--- config.mk ---
export PLATFORM = sky130hd
export DESIGN_NAME = alu_nibble_seq
export DESIGN_NICKNAME = d
export VERILOG_FILES = /design/src/rtl/alu_nibble_seq_pkg.sv /design/src/rtl/alu_nibble_seq.sv
export SDC_FILE = /design/constraint.sdc
export NUM_CORES = 1
export LEC_CHECK = 0
export ABC_AREA = 1
export CAP_MARGIN = 20
export CORE_UTILIZATION = 51
export CTS_BUF_LIST = sky130_fd_sc_hd__clkbuf_8
export DETAILED_ROUTE_END_ITERATION = 6
export PLACE_DENSITY = 0.83
export SLEW_MARGIN = 20
export SYNTH_ARGS = -nofsm -noshare
export SYNTH_HDL_FRONTEND = slang
export SYNTH_SLANG_ARGS = --single-unit
--- constraint.sdc ---
create_clock -name clk -period 2.7 [get_ports clk]
set_input_delay 0.675 -clock clk [delete_from_list [all_inputs] [get_ports clk]]
set_output_delay 0.675 -clock clk [all_outputs]
set_load 0.005 [all_outputs]
--- src/rtl/alu_nibble_seq_pkg.sv ---
// Shared encodings for the nibble-serial ALU sequencer.
package alu_nibble_seq_pkg;

  // Request opcodes seen on req_op
  typedef enum logic [1:0] {
    OpAnd = 2'd0,
    OpOr  = 2'd1,
    OpAdd = 2'd2,
    OpSub = 2'd3
  } op_e;

  // Operation codes understood by the external 4-bit ALU (3 is its set-less-than, unused here)
  localparam logic [1:0] AluOpAnd   = 2'd0;
  localparam logic [1:0] AluOpOr    = 2'd1;
  localparam logic [1:0] AluOpArith = 2'd2;

  // Controller states
  typedef enum logic [1:0] {
    StIdle = 2'd0,
    StRun  = 2'd1,
    StDone = 2'd2
  } state_e;

  function automatic logic is_arith(op_e op);
    return (op == OpAdd) || (op == OpSub);
  endfunction

endpackage

--- src/rtl/alu_nibble_seq.sv ---
// Runs WORD_W-bit AND/OR/ADD/SUB on an external 4-bit ALU, one nibble per cycle,
// LSB nibble first, chaining the carry through carry_r.
module alu_nibble_seq
  import alu_nibble_seq_pkg::*;
#(
  parameter int unsigned WORD_W = 8
) (
  input  logic              clk,
  input  logic              rst,
  input  logic              req_valid,
  output logic              req_ready,
  input  logic [1:0]        req_op,
  input  logic [WORD_W-1:0] req_a,
  input  logic [WORD_W-1:0] req_b,
  output logic              rsp_valid,
  input  logic              rsp_ready,
  output logic [WORD_W-1:0] rsp_res,
  output logic              rsp_cout,
  output logic              rsp_ovf,
  output logic              rsp_zero,
  output logic [3:0]        alu_a,
  output logic [3:0]        alu_b,
  output logic              alu_binv,
  output logic              alu_cin,
  output logic [1:0]        alu_op,
  input  logic [3:0]        alu_res,
  input  logic              alu_cout
);

  localparam int unsigned NIB = WORD_W / 4;
  localparam int unsigned IDX_W = (NIB > 1) ? $clog2(NIB) : 1;
  localparam logic [IDX_W-1:0] LAST_IDX = IDX_W'(NIB - 1);

  state_e            state;
  logic [IDX_W-1:0]  idx;
  op_e               op_r;
  logic [WORD_W-1:0] a_r;
  logic [WORD_W-1:0] b_r;
  logic [WORD_W-1:0] res_r;
  logic              carry_r;

  logic [3:0]        a_nib;
  logic [3:0]        b_nib;
  logic [WORD_W-1:0] res_next;
  logic              arith;
  logic              sub;
  logic              ovf_next;

  assign arith     = is_arith(op_r);
  assign sub       = (op_r == OpSub);
  assign req_ready = (state == StIdle);
  assign rsp_zero  = (rsp_res == '0);

  // Final-nibble overflow uses the effective (possibly inverted) B sign bit
  assign ovf_next = (a_r[WORD_W-1] == (b_r[WORD_W-1] ^ sub)) &&
                    (alu_res[3] != a_r[WORD_W-1]);

  // Select the current operand nibbles and merge the ALU result into the working word
  always_comb begin
    a_nib    = '0;
    b_nib    = '0;
    res_next = res_r;
    for (int i = 0; i < NIB; i++) begin
      if (idx == IDX_W'(i)) begin
        a_nib               = a_r[4*i +: 4];
        b_nib               = b_r[4*i +: 4];
        res_next[4*i +: 4]  = alu_res;
      end
    end
  end

  // ALU drive: active only while running, zero otherwise
  always_comb begin
    alu_a    = '0;
    alu_b    = '0;
    alu_binv = 1'b0;
    alu_cin  = 1'b0;
    alu_op   = AluOpAnd;
    if (state == StRun) begin
      alu_a    = a_nib;
      alu_b    = b_nib;
      alu_binv = sub;
      alu_cin  = arith ? carry_r : 1'b0;
      alu_op   = arith ? AluOpArith : 2'(op_r);
    end
  end

  // Sequencer FSM with registered response outputs
  always_ff @(posedge clk or posedge rst) begin
    if (rst) begin
      state     <= StIdle;
      idx       <= '0;
      op_r      <= OpAnd;
      a_r       <= '0;
      b_r       <= '0;
      res_r     <= '0;
      carry_r   <= 1'b0;
      rsp_valid <= 1'b0;
      rsp_res   <= '0;
      rsp_cout  <= 1'b0;
      rsp_ovf   <= 1'b0;
    end else begin
      unique case (state)
        StIdle: begin
          if (req_valid) begin
            op_r    <= op_e'(req_op);
            a_r     <= req_a;
            b_r     <= req_b;
            idx     <= '0;
            // SUB is A + ~B + 1, so the first nibble starts with carry set
            carry_r <= (req_op == 2'(OpSub));
            state   <= StRun;
          end
        end
        StRun: begin
          res_r   <= res_next;
          carry_r <= arith ? alu_cout : 1'b0;
          idx     <= idx + 1'b1;
          if (idx == LAST_IDX) begin
            idx       <= '0;
            rsp_res   <= res_next;
            rsp_cout  <= arith & alu_cout;
            rsp_ovf   <= arith & ovf_next;
            rsp_valid <= 1'b1;
            state     <= StDone;
          end
        end
        StDone: begin
          if (rsp_ready) begin
            rsp_valid <= 1'b0;
            state     <= StIdle;
          end
        end
        default: state <= StIdle;
      endcase
    end
  end

endmodule

# == Word level (Yosys, flattened, before mapping) ==
# Cells that the tools add are included.
# word_totals
out_inout_bits,25
elab_cells,60
register_bits,41
# op_classes
n_addsub,1
n_eq_ne,10
bitwise,3
muxes,24
n_reduce_logical,11
# op_table
cell,n
2-to-1 mux 4 bit,6
2-to-1 mux 2 bit,5
2-to-1 mux 1 bit,9
"equality test 2 bit, second input constant",4
logical NOT 8 bit,1
"inequality test 2 bit, second input constant",3
case mux 1 bit (2 select lines),3
case mux 2 bit (3 select lines),1
AND reduction 2 bit,3
AND reduction 3 bit,2
nonzero test 2 bit,2
AND 1 bit,2
"equality test 2 x 1 -> 1 bit, second input constant",1
logical NOT 2 bit,1
"adder 1 bit, second input constant",1
equality test 1 bit,1
logical AND 1 bit,1
logical OR 1 bit,1
inequality test 1 bit,1
XOR 1 bit,1

# == Depth between registers and ports, before layout ==
# depth
ltp_word,5
depth_mapped,6
mapped_depth_nobuf,6

# == Least setup slack after synthesis ==
# OpenSTA, ideal clock, no wires.
# synth_timing
path_type,register -> output
start,register state[1]
end,output alu_a[0]
setup_slack_ns,1.045
t_required_ns,2.025
t_arrival_ns,0.980
path_stages_with_launch,7
path_buffers,1
cell_sequence,dfrtp_1 inv_1 nand3_2 inv_2 buf_6 nand2_1 o21ai_0
# synth_between
elab_chain_cells,2
# synth_rtl
element,line,source
from (decl),alu_nibble_seq.sv:34,state_e state;
from (signal assigned),alu_nibble_seq.sv:91,state <= StIdle;
from (signal assigned),alu_nibble_seq.sv:112,state <= StRun;
from (signal assigned),alu_nibble_seq.sv:125,state <= StDone;
equality test 2 x 1 -> 1 bit,alu_nibble_seq.sv:79,if (state == StRun) begin
2-to-1 mux 4 bit,alu_nibble_seq.sv:79,
to (decl),alu_nibble_seq.sv:21,"output logic [3:0] alu_a,"
# Every way passes these cells.

# == Final worst setup path ==
# layout_timing
start,register idx
end,output alu_a[0]
# layout_between
elab_chain_cells,2
# layout_rtl
element,line,source
from (decl),alu_nibble_seq.sv:35,logic [IDX_W-1:0] idx;
from (signal assigned),alu_nibble_seq.sv:118,idx <= idx + 1'b1;
2-to-1 mux 4 bit,alu_nibble_seq.sv:64,if (idx == IDX_W'(i)) begin
2-to-1 mux 4 bit,alu_nibble_seq.sv:79,
# Every way passes these cells.

==> summary.txt <==
Status -> completed
Clk_lat worst skew -> 0.29 ns
Htree depth -> 2
Yosys reg bits -> 37
WHS Path Cells -> 2
Initial antenna violation count -> 0
Reg clk slew, reported paths -> 0.07 ns
Clk_skew -> 0.00511 ns
Synth Instances -> 195
Placer Congestion -> 0.780
Initial DRC Count -> 32
Peak VDD IR -> 0.000498 V
Final antenna-violating net count -> 0
Top Ports -> 52
FF-to-FF Start -> state[1]
Initial Util -> 0.536
Endpoints failing setup -> 0
Slew margin rel. -> 0.699
Max frequency -> 393 MHz
Netlist cell types -> 18
Post-synth top area cell -> dfrtp_1
CTS Root Cell -> clkbuf_8
Critical path launch point type -> register
Detail Placement HPWL -> 2540 microns
Grt met1 use -> 0.282
CORE AREA -> 0.00303 sq mm
Die W -> 58.4 microns
CTS Buf Count -> 5
Synth warnings -> 0
Number of global-route vias before repair -> 1,330
Final worst slack -> 0.156 ns
First-pass GRT wire length -> 5930 microns
Unrepaired setup endpoints after global routing -> false
Crit share post-route -> 0.942
Die Ht -> 58.4 microns
Vias -> 1,423
Synth async-reset ratio -> 1.00
Min-delay worst type -> reg2reg
CP Data Required Time -> 2.03 ns
Slew Viols, Final -> 0
Row Count -> 20
Drt pass-1 iters -> 4
Inserted Diodes -> 0
Number of flops mapped to enable cells by yosys -> 0
Slew at the pin with the worst max-slew slack -> 0.452 ns
Max-Cap Viols -> 0
Fin crit period -> 2.54 ns
Pre-CTS WS -> 0.333 ns
P per Cell Area -> 1080 mW/mm^2
DRC Markers -> 0
Number of port buffers -> 51
WL per Instance -> 11.9 microns
Pleak -> 1.08 nW
Gr busiest metal -> met2
Largest net degree at the start of global routing -> 38
Setup TNS -> 0 ns
Grt ovf -> 0
Fin. Hold Viols -> 0
Syn Std Cell Area -> 0.00162 sq mm
# Post-CTS Setup Buffers -> 0
Mean Syn Cell Area -> 8.32 sq um
Area contributors post-synth -> dfrtp_1 (57%), nand2_1 (17%), inv_1 (5.3%), nand3_1 (3.7%), o21ai_1 (3.4%)
Fin nets -> 276
CTS tree -> yes
CP arrival -> 1.87 ns
Primary FF master, synth -> dfrtp_1
Critical path class -> reg2out
Commonest non-fill, non-tap cell in the layout -> nand2_1
Syn Nets -> 222
Hold path startpoint -> res_r[2]
Top cell type's share of synthesized area -> 0.571
FF-to-FF path depth -> 5
Crit path from -> idx
Grt met3 use -> 0.0725
Via density -> 4.84
Commonest non-fill, non-tap cells in the layout -> nand2_1 (71), clkdlybuf4s50_1 (51), dfrtp_1 (37)
GR Layer Usage met2 -> 0.404
GRT Resource Usage Total -> 0.237
Die area -> 0.00341 sq mm
Clock Path Buffers -> 2
Share of post-route cells with drive strength above 1 -> 0.0720
Final wirelength -> 3510 microns
Crit-path max FO -> 12
CP Capture Type -> output pin
Area grow syn2layout -> 38.5%
Clock Sinks -> 37
Seq/Total Area, Yosys -> 0.571
worst max-delay path, cell delays in order (launching register included):
cell and delay [ns]:
dfrtp_1 0.43, inv_1 0.20, nand2_2 0.21, o21ai_0 0.21, clkdlybuf4s50_1 0.53
synth_stat cells, types with 2 or more instances:
| cell type | count |
|---|---|
| a21oi_1 | 2 |
| buf_2 | 3 |
| buf_4 | 3 |
| dfrtp_1 | 37 |
| inv_1 | 23 |
| inv_2 | 4 |
| nand2_1 | 72 |
| nand3_1 | 12 |
| nand4_1 | 2 |
| nor2_1 | 7 |
| o21ai_0 | 10 |
| o21ai_1 | 11 |
| o22ai_1 | 4 |
cell families (layout without fill, tap and decap cells):
family                 after synthesis  after routing  share of synthesized area
AO/OA/AOI/OAI                       29             29                     0.0964
buffers and inverters               34             89                     0.0925
flip-flops                          37             37                      0.571
AND/OR/NAND/NOR                     95             95                      0.241
path summary, 6_finish.rpt:
check                                end  slack [ns]
max in group asynchronous         a_r[1]        1.59
worst min register to register  res_r[2]        0.48
worst min-delay path            res_r[2]        0.48
worst max register to register    b_r[0]        1.31
min in group asynchronous         b_r[0]        0.79
worst max-delay path            alu_a[0]        0.16
power breakdown:
group          total, mW  internal, mW  switching (mW)
registers          0.971         0.822           0.149
clock network      0.362         0.175           0.187
logic               1.10         0.527           0.571
what timing repair did:
item | CTS | global route
gates resized for setup | 0 | 2
hold buffers | 0 | 0
setup endpoints to repair | 0 | 6
endpoints found under the hold margin | 0 | 0
registers in the layout (all words and copies together), names as in the netlist, 2 cells and up:
name	count
state	2
res_r	4
op_r	2
b_r	8
rsp_res	8
a_r	8
cell type report:
type	instances	area (sq um)
Multi-Input combinational cell	124	549
Tap cell	44	55.1
Sequential cell	37	926
Clock inverter	3	13.8
Fill cell	246	781
Clock buffer	5	68.8
Timing Repair Buffer	54	533
Inverter	27	101
stage by stage:
stage               cell area (sq um)  hold WS [ns]  power (mW)   util  instances
CTS                              2240         0.478        2.44  0.741        294
global route                     2250         0.512        2.63  0.742        294
detailed placement               2160         0.460        2.07  0.714        286
floorplan                        1620         0.442        1.58      -        195
finish                           2250         0.475        2.43  0.742        294
global placement                 2160         0.456        2.03  0.714        286
routing by layer:
metal	up-vias	routed length [microns]	part of all wire
li1	717	-	-
met1	652	1530	0.44
met2	46	1720	0.49
met3	8	202	0.058
met4	0	54	0.015
met5	-	0	0
(Power assumes the default switching activity.)
